==> src/rtl/pcs_10g_block_sync_pkg.sv <==
// Shared 10G PCS receive-path definitions: 64b/66b sync header encodings,
// block-sync FSM state encoding and default block-lock window sizes.
package pcs_10g_block_sync_pkg;

   // The two legal 66b sync headers; 2'b00 and 2'b11 never occur on a good link.
   localparam logic [1:0] SYNC_HEAD_DATA = 2'b01;
   localparam logic [1:0] SYNC_HEAD_CTRL = 2'b10;

   // Default block-lock window: headers per window, invalid headers that force
   // a slip while locked, and valid blocks skipped while the gearbox realigns.
   localparam int DEFAULT_SH_CNT_MAX = 64;
   localparam int DEFAULT_SH_INV_MAX = 16;
   localparam int DEFAULT_SLIP_WAIT  = 4;

   // Block-lock state machine states.
   typedef enum logic [2:0] {
      ST_LOCK_INIT = 3'd0,
      ST_RESET_CNT = 3'd1,
      ST_TEST_SH   = 3'd2,
      ST_SLIP      = 3'd3,
      ST_SLIP_WAIT = 3'd4
   } block_sync_state_t;

   // A sync header is good when exactly one of its two bits is set.
   function automatic logic is_valid_header(input logic [1:0] hdr);
      return (hdr == SYNC_HEAD_DATA) || (hdr == SYNC_HEAD_CTRL);
   endfunction

endpackage

==> src/rtl/pcs_10g_block_sync.sv <==
// 10GBASE-R block synchroniser. Sits between the 64b/66b gearbox and the
// descrambler: watches the 2-bit sync headers the gearbox presents, asks the
// gearbox to slip one bit until headers line up, and reports block lock.
module pcs_10g_block_sync
   import pcs_10g_block_sync_pkg::*;
#(
   parameter int SH_CNT_MAX = DEFAULT_SH_CNT_MAX,
   parameter int SH_INV_MAX = DEFAULT_SH_INV_MAX,
   parameter int SLIP_WAIT  = DEFAULT_SLIP_WAIT
)(
   input  logic       rx_par_clk,
   input  logic       reset,
   input  logic       signal_ok_i,
   input  logic       valid_i,
   input  logic [1:0] sync_head_i,
   output logic       slip_o,
   output logic       block_lock_o
);

   localparam int CNT_W  = $clog2(SH_CNT_MAX + 1);
   localparam int INV_W  = $clog2(SH_INV_MAX + 1);
   localparam int WAIT_W = (SLIP_WAIT < 1) ? 1 : $clog2(SLIP_WAIT + 1);

   localparam logic [CNT_W-1:0]  CNT_LIMIT  = CNT_W'(SH_CNT_MAX);
   localparam logic [INV_W-1:0]  INV_LIMIT  = INV_W'(SH_INV_MAX);
   localparam logic [WAIT_W-1:0] WAIT_LIMIT = WAIT_W'(SLIP_WAIT);
   localparam logic [CNT_W-1:0]  CNT_ONE    = CNT_W'(1);
   localparam logic [INV_W-1:0]  INV_ONE    = INV_W'(1);
   localparam logic [WAIT_W-1:0] WAIT_ONE   = WAIT_W'(1);

   block_sync_state_t state;
   logic [CNT_W-1:0]  sh_cnt;
   logic [INV_W-1:0]  sh_inv_cnt;
   logic [WAIT_W-1:0] wait_cnt;

   logic              hdr_bad;
   logic [CNT_W-1:0]  cnt_base;
   logic [INV_W-1:0]  inv_base;
   logic [CNT_W-1:0]  cnt_inc;
   logic [INV_W-1:0]  inv_inc;
   logic [WAIT_W-1:0] wait_inc;
   logic              slip_needed;
   logic              window_done;

   // Window arithmetic for the header presented this cycle. RESET_CNT starts
   // from an empty window, so a header arriving in that cycle is counted as
   // the first of the new window instead of being lost. Counters saturate.
   always_comb begin
      hdr_bad     = !is_valid_header(sync_head_i);
      cnt_base    = (state == ST_RESET_CNT) ? '0 : sh_cnt;
      inv_base    = (state == ST_RESET_CNT) ? '0 : sh_inv_cnt;
      cnt_inc     = (cnt_base == CNT_LIMIT) ? cnt_base : cnt_base + CNT_ONE;
      inv_inc     = (hdr_bad && (inv_base != INV_LIMIT)) ? inv_base + INV_ONE : inv_base;
      wait_inc    = (wait_cnt == WAIT_LIMIT) ? wait_cnt : wait_cnt + WAIT_ONE;
      // Unlocked: one bad header is enough. Locked: slip once the window has
      // collected SH_INV_MAX bad headers, even if this is also the last header.
      slip_needed = (hdr_bad && !block_lock_o) ||
                    (block_lock_o && (inv_inc == INV_LIMIT));
      window_done = (cnt_inc == CNT_LIMIT);
   end

   // Block-lock FSM with registered slip and lock outputs.
   always_ff @(posedge rx_par_clk or posedge reset) begin
      if (reset) begin
         state        <= ST_LOCK_INIT;
         sh_cnt       <= '0;
         sh_inv_cnt   <= '0;
         wait_cnt     <= '0;
         slip_o       <= 1'b0;
         block_lock_o <= 1'b0;
      end else if (!signal_ok_i) begin
         // Loss of SerDes lock restarts the whole search.
         state        <= ST_LOCK_INIT;
         sh_cnt       <= '0;
         sh_inv_cnt   <= '0;
         wait_cnt     <= '0;
         slip_o       <= 1'b0;
         block_lock_o <= 1'b0;
      end else begin
         slip_o <= 1'b0;
         case (state)
            ST_LOCK_INIT: begin
               block_lock_o <= 1'b0;
               sh_cnt       <= '0;
               sh_inv_cnt   <= '0;
               state        <= ST_RESET_CNT;
            end

            ST_RESET_CNT, ST_TEST_SH: begin
               if (!valid_i) begin
                  // No header this cycle: hold the window as it stands.
                  sh_cnt     <= cnt_base;
                  sh_inv_cnt <= inv_base;
                  state      <= ST_TEST_SH;
               end else if (slip_needed) begin
                  block_lock_o <= 1'b0;
                  slip_o       <= 1'b1;
                  sh_cnt       <= '0;
                  sh_inv_cnt   <= '0;
                  state        <= ST_SLIP;
               end else if (window_done) begin
                  // A clean window grants lock; a window with a tolerated
                  // number of errors leaves the lock state as it was.
                  if (inv_inc == '0) begin
                     block_lock_o <= 1'b1;
                  end
                  sh_cnt     <= '0;
                  sh_inv_cnt <= '0;
                  state      <= ST_RESET_CNT;
               end else begin
                  sh_cnt     <= cnt_inc;
                  sh_inv_cnt <= inv_inc;
                  state      <= ST_TEST_SH;
               end
            end

            ST_SLIP: begin
               // The slip pulse is being presented this cycle; start the
               // realignment hold-off so the next slip cannot follow closely.
               wait_cnt <= '0;
               if (SLIP_WAIT == 0) begin
                  state <= ST_RESET_CNT;
               end else begin
                  state <= ST_SLIP_WAIT;
               end
            end

            ST_SLIP_WAIT: begin
               // Blocks here are still shifting through the gearbox; count
               // them without judging their headers.
               if (valid_i) begin
                  if (wait_inc == WAIT_LIMIT) begin
                     wait_cnt <= '0;
                     state    <= ST_RESET_CNT;
                  end else begin
                     wait_cnt <= wait_inc;
                  end
               end
            end

            default: begin
               state <= ST_LOCK_INIT;
            end
         endcase
      end
   end

endmodule

==> config.mk <==
export PLATFORM = sky130hd
export DESIGN_NAME = pcs_10g_block_sync
export DESIGN_NICKNAME = d
export VERILOG_FILES = /design/src/rtl/pcs_10g_block_sync_pkg.sv /design/src/rtl/pcs_10g_block_sync.sv
export SDC_FILE = /design/constraint.sdc
export NUM_CORES = 1
export LEC_CHECK = 0
export ABC_CLOCK_PERIOD_IN_PS = 3700
export CAP_MARGIN = 25
export CORE_MARGIN = 4
export CORE_UTILIZATION = 52
export CTS_CLUSTER_SIZE = 8
export DETAILED_ROUTE_END_ITERATION = 10
export PLACE_DENSITY = 0.67
export SLEW_MARGIN = 5
export SYNTH_ARGS = -nofsm -noshare
export SYNTH_HDL_FRONTEND = slang
export SYNTH_SLANG_ARGS = --single-unit
==> constraint.sdc <==
create_clock -name rx_par_clk -period 3.7 [get_ports rx_par_clk]
set_clock_uncertainty 0.15 [all_clocks]
set_input_delay 0.555 -clock rx_par_clk [delete_from_list [all_inputs] [get_ports rx_par_clk]]
set_output_delay 0.555 -clock rx_par_clk [all_outputs]
set_load 0.03 [all_outputs]
### Yosys cells after proc, flatten, opt, wreduce, memory -nomap -nowiden

Index checks and enable logic that the tools add are counted.

* bits in registers: 20
* input bits: 6
* output and inout port bits: 2
* logic and storage cells: 77

* add/sub/neg operators: 3
* equal/unequal tests: 19
* mux-type cells: 36
* reductions and logical operators: 13

Operator list (number)
* $mux W7: 6
* $mux W5: 6
* $mux W3: 7
* $eq A7 B7 Y1 const B: 2
* $pmux W7 S2: 1
* $pmux W3 S4: 1
* $pmux W5 S2: 1
* $eq A3 B3 Y1 const B: 3
* $mux W1: 9
* $ne A3 B3 Y1 const B: 3
* $ne A4 B4 Y1 const B: 2
* $add A7 B1 Y7 const B: 1
* $eq A3 B2 Y1 const B: 2
* $mux W2: 3
* $ne A3 B1 Y1 const B: 2
* $pmux W3 S2: 1
* $add A5 B1 Y5 const B: 1
* $eq A5 B5 Y1 const B: 1
* $logic_not A5 Y1: 1
* $ne A5 B5 Y1 const B: 1
* $reduce_and A2 Y1: 2
* $reduce_and A4 Y1: 1
* $add A3 B1 Y3 const B: 1
* $eq A3 B1 Y1 const B: 1
* 8 further kinds: 12

### Logic depth before layout (Yosys ltp)

* depth after elaboration: 12
* depth in mapped cells: 12
* gate-level depth less buffers: 10

### Worst setup path before layout

No wires, ideal clock.

* path type: register to register
* from: register state[1]
* to: register sh_inv_cnt[2]
* setup time: 95 ps
* data arrival time: 2750 ps
* data required time: 3455 ps
* slack: 704 ps
* cell stages (with the launch flop): 12
* path buffers: 2
* period minus slack after synthesis: 2996 ps
* cell sequence: dfrtp_1 -> clkbuf_1 -> or3b_4 -> clkbuf_1 -> and2_1 -> ha_1 -> and3_1 -> nand4_1 -> o311ai_0 -> and4_1 -> or3_2 -> o31ai_1

* cells in the longest elaborated chain, start to end: 12
* elaborated cells between the ends (all ways): 23
* classes of those cells: add/sub: 2; eq/ne: 7; mux: 9; reduce/logical: 5

RTL lines
* start: declaration: RTL line pcs_10g_block_sync.sv:31 `block_sync_state_t state;`
* start signal: assignment: RTL line pcs_10g_block_sync.sv:65 `state <= ST_LOCK_INIT;`
* start signal: assignment: RTL line pcs_10g_block_sync.sv:73 `state <= ST_LOCK_INIT;`
* start signal: assignment: RTL line pcs_10g_block_sync.sv:86 `state <= ST_RESET_CNT;`
* branches (longest 12 deep; another with $add A7 B1 Y7)
* end signal: assignment: RTL line pcs_10g_block_sync.sv:93 `sh_inv_cnt <= inv_base;`
* end signal: assignment: RTL line pcs_10g_block_sync.sv:112 `sh_inv_cnt <= inv_inc;`
* end: declaration: RTL line pcs_10g_block_sync.sv:33 `logic [INV_W-1:0] sh_inv_cnt;`

Several ways; the timed one is not identified.
A chain may end at the register's enable or synchronous reset.

### Worst setup path after layout

* from: register state[2]
* to: register block_lock_o

* cells in the longest elaborated chain, start to end: 12
* elaborated cells between the ends (all ways): 27
* classes of those cells: add/sub: 2; eq/ne: 10; mux: 8; reduce/logical: 7

RTL lines
* branches (longest 12 deep; another with $add A5 B1 Y5)
* end signal: assignment: RTL line pcs_10g_block_sync.sv:70 `block_lock_o <= 1'b0;`
* end signal: assignment: RTL line pcs_10g_block_sync.sv:83 `block_lock_o <= 1'b0;`
* end signal: assignment: RTL line pcs_10g_block_sync.sv:96 `block_lock_o <= 1'b0;`
* end: declaration: RTL line pcs_10g_block_sync.sv:17 `output logic block_lock_o`

Several ways; the timed one is not identified. The select of a mux whose other input is x is not followed.

==> results.json <==
{
  "status": "finished, final reports clean",
  "startpoint_type": "register",
  "pwr-share-clk_pct": 26.5,
  "synth_edf_count": 0,
  "vias_per_cell": 6.58,
  "synth_cells": 193,
  "yosysWarnings": 0,
  "pwr-share-comb_pct": 34.3,
  "clock.fmax_mhz": 317,
  "end_kind": "register",
  "hold_end": "wait_cnt[0]",
  "antenna_cells": 0,
  "p_per_area_nw_per_um2": 404,
  "track_usage_pct": 19.3,
  "p_switching_w": 0.000266,
  "avgSynthCellArea_um2": 8.38,
  "netlist.area_leader.share_pct": 31.0,
  "n_fill_cell": 240,
  "synth_seq_area_share_pct": 31.0,
  "synth_fp_nets": 203,
  "die_area_um2": 4060,
  "synth_area_um2": 1620,
  "num_rows": 19,
  "stdcell_area_um2": 1720,
  "final.period_utilization_pct": 85.3,
  "peakVddDrop_mv": 0.305,
  "portBuffers": 7,
  "ys_seq_elements": 20,
  "place_area_um2": 1670,
  "clockBufferDepth": 2,
  "r2r-start": "state[2]",
  "h-tree-depth": 1,
  "drv_cap": 0,
  "cp.arrival_ns": 3.22,
  "place_congestion": 0.887,
  "grt_max_degree": 22,
  "p_int_w": 0.000428,
  "grt_pass1_wl_mm": 6.31,
  "synth-async-reset-ratio_pct": 100,
  "yosys.area.top_type": "dfrtp_1",
  "cts-resized-gates": 0,
  "core_um2": 2850,
  "dr.pass1.iters": 4,
  "clk_pin_slew_worst_paths_ns": 0.12,
  "ys.flop_type": "dfrtp_1",
  "ant_nets": 0,
  "slew_headroom_pct": 47.2,
  "worstMarginPinSlew_ns": 0.792,
  "min_path_type": "register to register",
  "swShare_pct": 38.3,
  "drtIter0Drc": 98,
  "cts_sinks": 20,
  "post_drt_wl_per_cell_um": 16.5,
  "final_util_pct": 60.3,
  "cts_buffers": 3,
  "drt-total-wl_mm": 3.66,
  "crit_fanout": 14,
  "r2r_cells": 8,
  "routed-via-count": 1454,
  "holdPathStages": 1,
  "die_y_um": 63.8,
  "die_x_um": 63.8,
  "hold_buffers": 0,
  "root_buffer": "clkbuf_4",
  "finalSetupViolCount": 0,
  "rsz0062_at_grt": "false",
  "antenna_found_initial": 0,
  "power_frac_seq_pct": 39.2,
  "ys_top_cells_by_area": "dfrtp_1, nand2_1, a21oi_1, ha_1, nand3_1",
  "area.growth.synth_to_final_pct": 6.35,
  "final_common_cell": "nand2_1",
  "cp.required_ns": 3.77,
  "finalSetupTns_ns": 0,
  "hpwl_mm": 2.66,
  "cts_tree": "built",
  "final_cell_mix": "nand2_1, dfrtp_1, a21oi_1",
  "maxSlewViolCount": 0,
  "rrSetupSlack_ns": 0.54,
  "ioPinCount": 8,
  "start_util_pct": 56.7,
  "min_from": "wait_cnt[0]",
  "critPathKind": "register to register",
  "drcViolationCount": 0,
  "leakage_nw": 0.665,
  "cts_setup_buffers": 0,
  "grt_pass1_vias": 1340,
  "drive_gt1_share_pct": 8.95,
  "nets": 201,
  "synth_cell_type_count": 53,
  "grt.overflow.total": 0,
  "hold_viol": 0,
  "period_minus_slack_ns": 3.16,
  "critical_path.reg2reg.endpoint": "block_lock_o",
  "clkLatencyLatePin_ns": 0.31
}
kinds of logic (layout without fill, tap and decap cells):
| family | Yosys count | in the layout | synth area share [%] |
|---|---|---|---|
| XOR/XNOR | 9 | 9 | 5.34 |
| AO/OA/AOI/OAI | 57 | 57 | 27.2 |
| buffers and inverters | 23 | 20 | 5.73 |
| AND/OR/NAND/NOR | 80 | 80 | 27.7 |
| flip-flops | 20 | 20 | 31.0 |
| adder cells (fa/ha/maj) | 4 | 4 | 3.10 |
how the worst max path moves through the flow:
stage,from,end
after detailed placement,state[2],block_lock_o
after CTS,state[2],block_lock_o
after floorplan,state[1],sh_inv_cnt[2]
after global placement,state[2],block_lock_o
after global routing,state[2],sh_inv_cnt[1]
final,state[2],block_lock_o
layer usage:
metal	vias to the layer above	wire, um	part of all wire [%]	GRT usage [%]
li1	723	-	-	-
met2	38	1670	46	30.0
met3	5	193	5.3	4.55
met4	0	34	0.93	5.66
met5	-	0	0	0
met1	688	1760	48	26.8
state kept, by name (all words and copies together), names as in the netlist:
name	count
slip_o	1
block_lock_o	1
sh_inv_cnt	5
state	3
wait_cnt	3
sh_cnt	7
synth_stat cells (all sizes together) (3+ instances only):
master	instances
nand4b	3
or3	4
a21oi	12
xor2	3
o31ai	4
clkbuf	8
buf	6
inv	9
a22o	3
nor2	6
dfrtp	20
o31a	4
nand2	25
nand2b	3
xnor2	6
nand3	9
nor2b	3
and3	7
o21ai	11
and2	4
ha	4
a32o	4
nand4	5
critical path: stages, from the launching register on:
cell and delay, ns:
dfrtp_1 0.50, or3b_4 0.53, and2_1 0.22, ha_1 0.22
xor2_1 0.16, a2111oi_0 0.40, and4_1 0.37, o21ai_2 0.13
a2111oi_2 0.38
stage by stage:
| step | worst slack, ns | hold WS, ns | cells | power (W) |
|---|---|---|---|---|
| after floorplan | 0.704 | 0.362 | 193 | 0.000453 |
| after global placement | 0.658 | 0.388 | 217 | 0.000508 |
| after detailed placement | 0.570 | 0.416 | 217 | 0.000511 |
| after CTS | 0.543 | 0.445 | 221 | 0.000695 |
| after global routing | 0.403 | 0.475 | 221 | 0.000745 |
| final | 0.543 | 0.447 | 221 | 0.000695 |
power groups by stage:
stage	logic, W	registers (W)	clock network, W
after floorplan	0.000202	0.000251	0
final	0.000238	0.000272	0.000184
after global placement	0.000235	0.000273	0
after global routing	0.000262	0.000279	0.000204
after CTS	0.000236	0.000271	0.000188
after detailed placement	0.000235	0.000275	0
final cells by class:
class                      count  area (um2)  area share [%]
clock buffer                   3        22.5            1.31
clock inverter                 1        30.0            1.75
inverter                       9        33.8            1.97
multi-input combinational    150        1020            59.5
sequential                    20         500            29.1
tap                           31        38.8            2.26
timing repair buffer           7        70.1            4.08
Power figures use the tool's default switching activity.
==> patch, RTL diff (same settings) <==
Re-encode `block_sync_state_t` (5 states) as one-hot, 5 bits wide.
--- a/src/rtl/pcs_10g_block_sync_pkg.sv
+++ b/src/rtl/pcs_10g_block_sync_pkg.sv
@@ -13,12 +13,12 @@
    localparam int DEFAULT_SLIP_WAIT  = 4;
 
    // Block-lock state machine states.
-   typedef enum logic [2:0] {
-      ST_LOCK_INIT = 3'd0,
-      ST_RESET_CNT = 3'd1,
-      ST_TEST_SH   = 3'd2,
-      ST_SLIP      = 3'd3,
-      ST_SLIP_WAIT = 3'd4
+   typedef enum logic [4:0] {
+      ST_LOCK_INIT = 5'b00001,
+      ST_RESET_CNT = 5'b00010,
+      ST_TEST_SH   = 5'b00100,
+      ST_SLIP      = 5'b01000,
+      ST_SLIP_WAIT = 5'b10000
    } block_sync_state_t;
 
    // A sync header is good when exactly one of its two bits is set.
Function: same outputs for any inputs over 10 cycles, from zero or initial values and one cycle with reset high; not proved beyond that.
==> patch against the unedited design <==
- global-route usage shrank 0.64 points
- die area grew 1.1%
- worst setup slack lost 0.30 ns
- sequential share of layout area grew 1.8 points
- wire length grew 0.49%
- clock power shrank 23%
- power grew 5.5%
- area after synthesis grew 1.2%
- final cell count grew 12%
- sequential cell count grew 2
- final area grew 3.7%
- largest cell class unchanged
==> patch: results (changes against the unedited design) <==
largest net degree at the start of global routing 23 (+4.5%); R2R Setup Slk 0.25 ns (-0.30 ns); Worst Hold Class flip-flop to flip-flop; total track usage 18.65% (-0.64 points); Skew-Pair Late Insertion Delay 0.33 ns (+0.02 ns); Worst Min Path Start wait_cnt[2]$_DFFE_PP0P_; share of cells above drive strength 1 10.84% (+1.9 points); root cell of the clock tree clkbuf_4; asr flop ratio synth 100.0% (unchanged); post-CTS resize count 0 (unchanged); synth cell count leaders 21 x dfrtp_1, 19 x nand2_1, 17 x nor2_1, 13 x a21oi_1; clk buf depth 2 (unchanged); status completed; first-pass GRT wire length 6.210 mm (-1.6%); r2r startpoint state[3]$_DFFE_PP0P_; Largest regs sh_cnt: 7 flops, sh_inv_cnt: 5 flops, state: 5 flops; TritonCTS buffer count 3 (unchanged); Worst slew margin 43.60% (-3.6 points); Synth cell types 58 (+9.4%); PortBufs 7 (unchanged); initial antenna violation count 0 (unchanged); number of fillers in the final layout 280 (+17%); setup bufs post-CTS 0 (unchanged); FF-to-FF End sh_cnt[6]$_DFFE_PP0P_; Min Hold Slack 0.4095 ns (-0.03713 ns); gpl congestion 0.9191 (+3.6%); Vias/cell 5.850 (-11%); max-cap viol count 0 (unchanged); Min-Delay Path Depth 1 (unchanged); number of DRC markers in iteration 0 85 (-13%); syn nets 206 (+1.5%); synth top area cells dfrtp_1 32%, nand2_1 4.4%, a21oi_1 4.0%; clock slew seen by the registers of the worst setup and hold paths 0.13 ns; Max IR drop VDD 0.2637 mV (-14%); drt first pass iters 4 (unchanged); crit path DAT 3.57 ns (+0.35 ns); r2r worst-path depth 10 (+2); Critical Path Fanout Max 7 (-7); post-detail-place hpwl 2.763 mm (+3.9%); Min-Delay Endpoint wait_cnt[2]$_DFFE_PP0P_; YS warnings 0 (unchanged); crit-path max cell delay 0.48 ns (-0.05 ns); Avg WL per Cell 14.87 µm (-10%); slowest stage cell, crit path dfrtp_1; H-tree depth 1 (unchanged); sequential fraction of the synthesis area 33.72% (+2.8 points); P_leak 0.7439 nW (+12%); diodes inserted 0 (unchanged)
-- patch: changes by cell type in the layout (fill, tap and decap cells not counted), sizes merged, moves of 3 or more --
cell,unedited run,this run
buf,0,5
and3,7,3
nor2,6,17
a211oi,0,5
o31a,4,0
inv,9,12
o21ai,11,14
nor3,0,9
nand4,5,2
nand2,25,19
nand4b,3,0
nor2b,3,6
a32o,4,1
-- patch: metrics by stage --
step / instance area (µm²) / total power [mW] / instances / setup WS, ns
after floorplan: 1637 / 0.5247 / 196 / 0.3100
after global placement: 1747 / 0.5843 / 243 / 0.3969
after detailed placement: 1747 / 0.5943 / 243 / 0.2936
after CTS: 1783 / 0.7358 / 247 / 0.2549
after global routing: 1783 / 0.7839 / 247 / 0.07725
final: 1783 / 0.7328 / 247 / 0.2465
-- patch: cells by family after synthesis --
family                   after synthesis  synth area share [%]
AND/OR/NAND/NOR                       81                 27.52
multiplexers                           3                 1.988
buffers and inverters                 21                 5.963
flip-flops                            22                 33.72
AO/OA/AOI/OAI                         56                 22.94
XOR/XNOR                               9                 4.817
adder cells (fa/ha/maj)                4                 3.058
-- patch: cell type report --
type                            instances  area (µm²)  area share [%]
Multi-Input combinational cell        153       987.2           55.37
Sequential cell                        22       551.8           30.95
Timing Repair Buffer                   12       107.6           6.035
Tap cell                               44       55.05           3.088
Inverter                               12       45.04           2.526
Clock buffer                            4       36.28           2.035
-- patch: worst max path at each step --
stage / startpoint / slack (ns) / cells after the start / endpoint
final: state[3]$_DFFE_PP0P_ / 0.25 / 10 / sh_cnt[6]$_DFFE_PP0P_
after global routing: state[3]$_DFFE_PP0P_ / 0.08 / 10 / sh_cnt[6]$_DFFE_PP0P_
after CTS: state[3]$_DFFE_PP0P_ / 0.25 / 10 / sh_cnt[6]$_DFFE_PP0P_
after detailed placement: state[3]$_DFFE_PP0P_ / 0.29 / 10 / sh_cnt[6]$_DFFE_PP0P_
after global placement: state[3]$_DFFE_PP0P_ / 0.40 / 10 / sh_cnt[6]$_DFFE_PP0P_
after floorplan: state[4]$_DFFE_PP0P_ / 0.31 / 12 / sh_cnt[6]$_DFFE_PP0P_
-- patch: power breakdown --
group | switching [mW] | total, mW | internal (mW)
Combinational | 0.163 | 0.290 | 0.127
Sequential | 0.0404 | 0.301 | 0.261
Clock | 0.0808 | 0.141 | 0.0604
-- patch: critical path, delay by kind of cell (launching register included) --
family	cells	cell delay (ns)
flip-flops	1	0.48
multiplexers	1	0.40
AO/OA/AOI/OAI	1	0.15
adder cells (fa/ha/maj)	1	0.14
AND/OR/NAND/NOR	7	2.07
-- patch: routing by layer --
metal | global-route usage (%) | vias up | part of all wire, %
li1 | - | 721 | -
met1 | 22.91 | 694 | 46
met2 | 33.55 | 25 | 51
met3 | 2.812 | 5 | 2.3
met4 | 5.277 | 0 | 1.1
met5 | 0 | - | 0
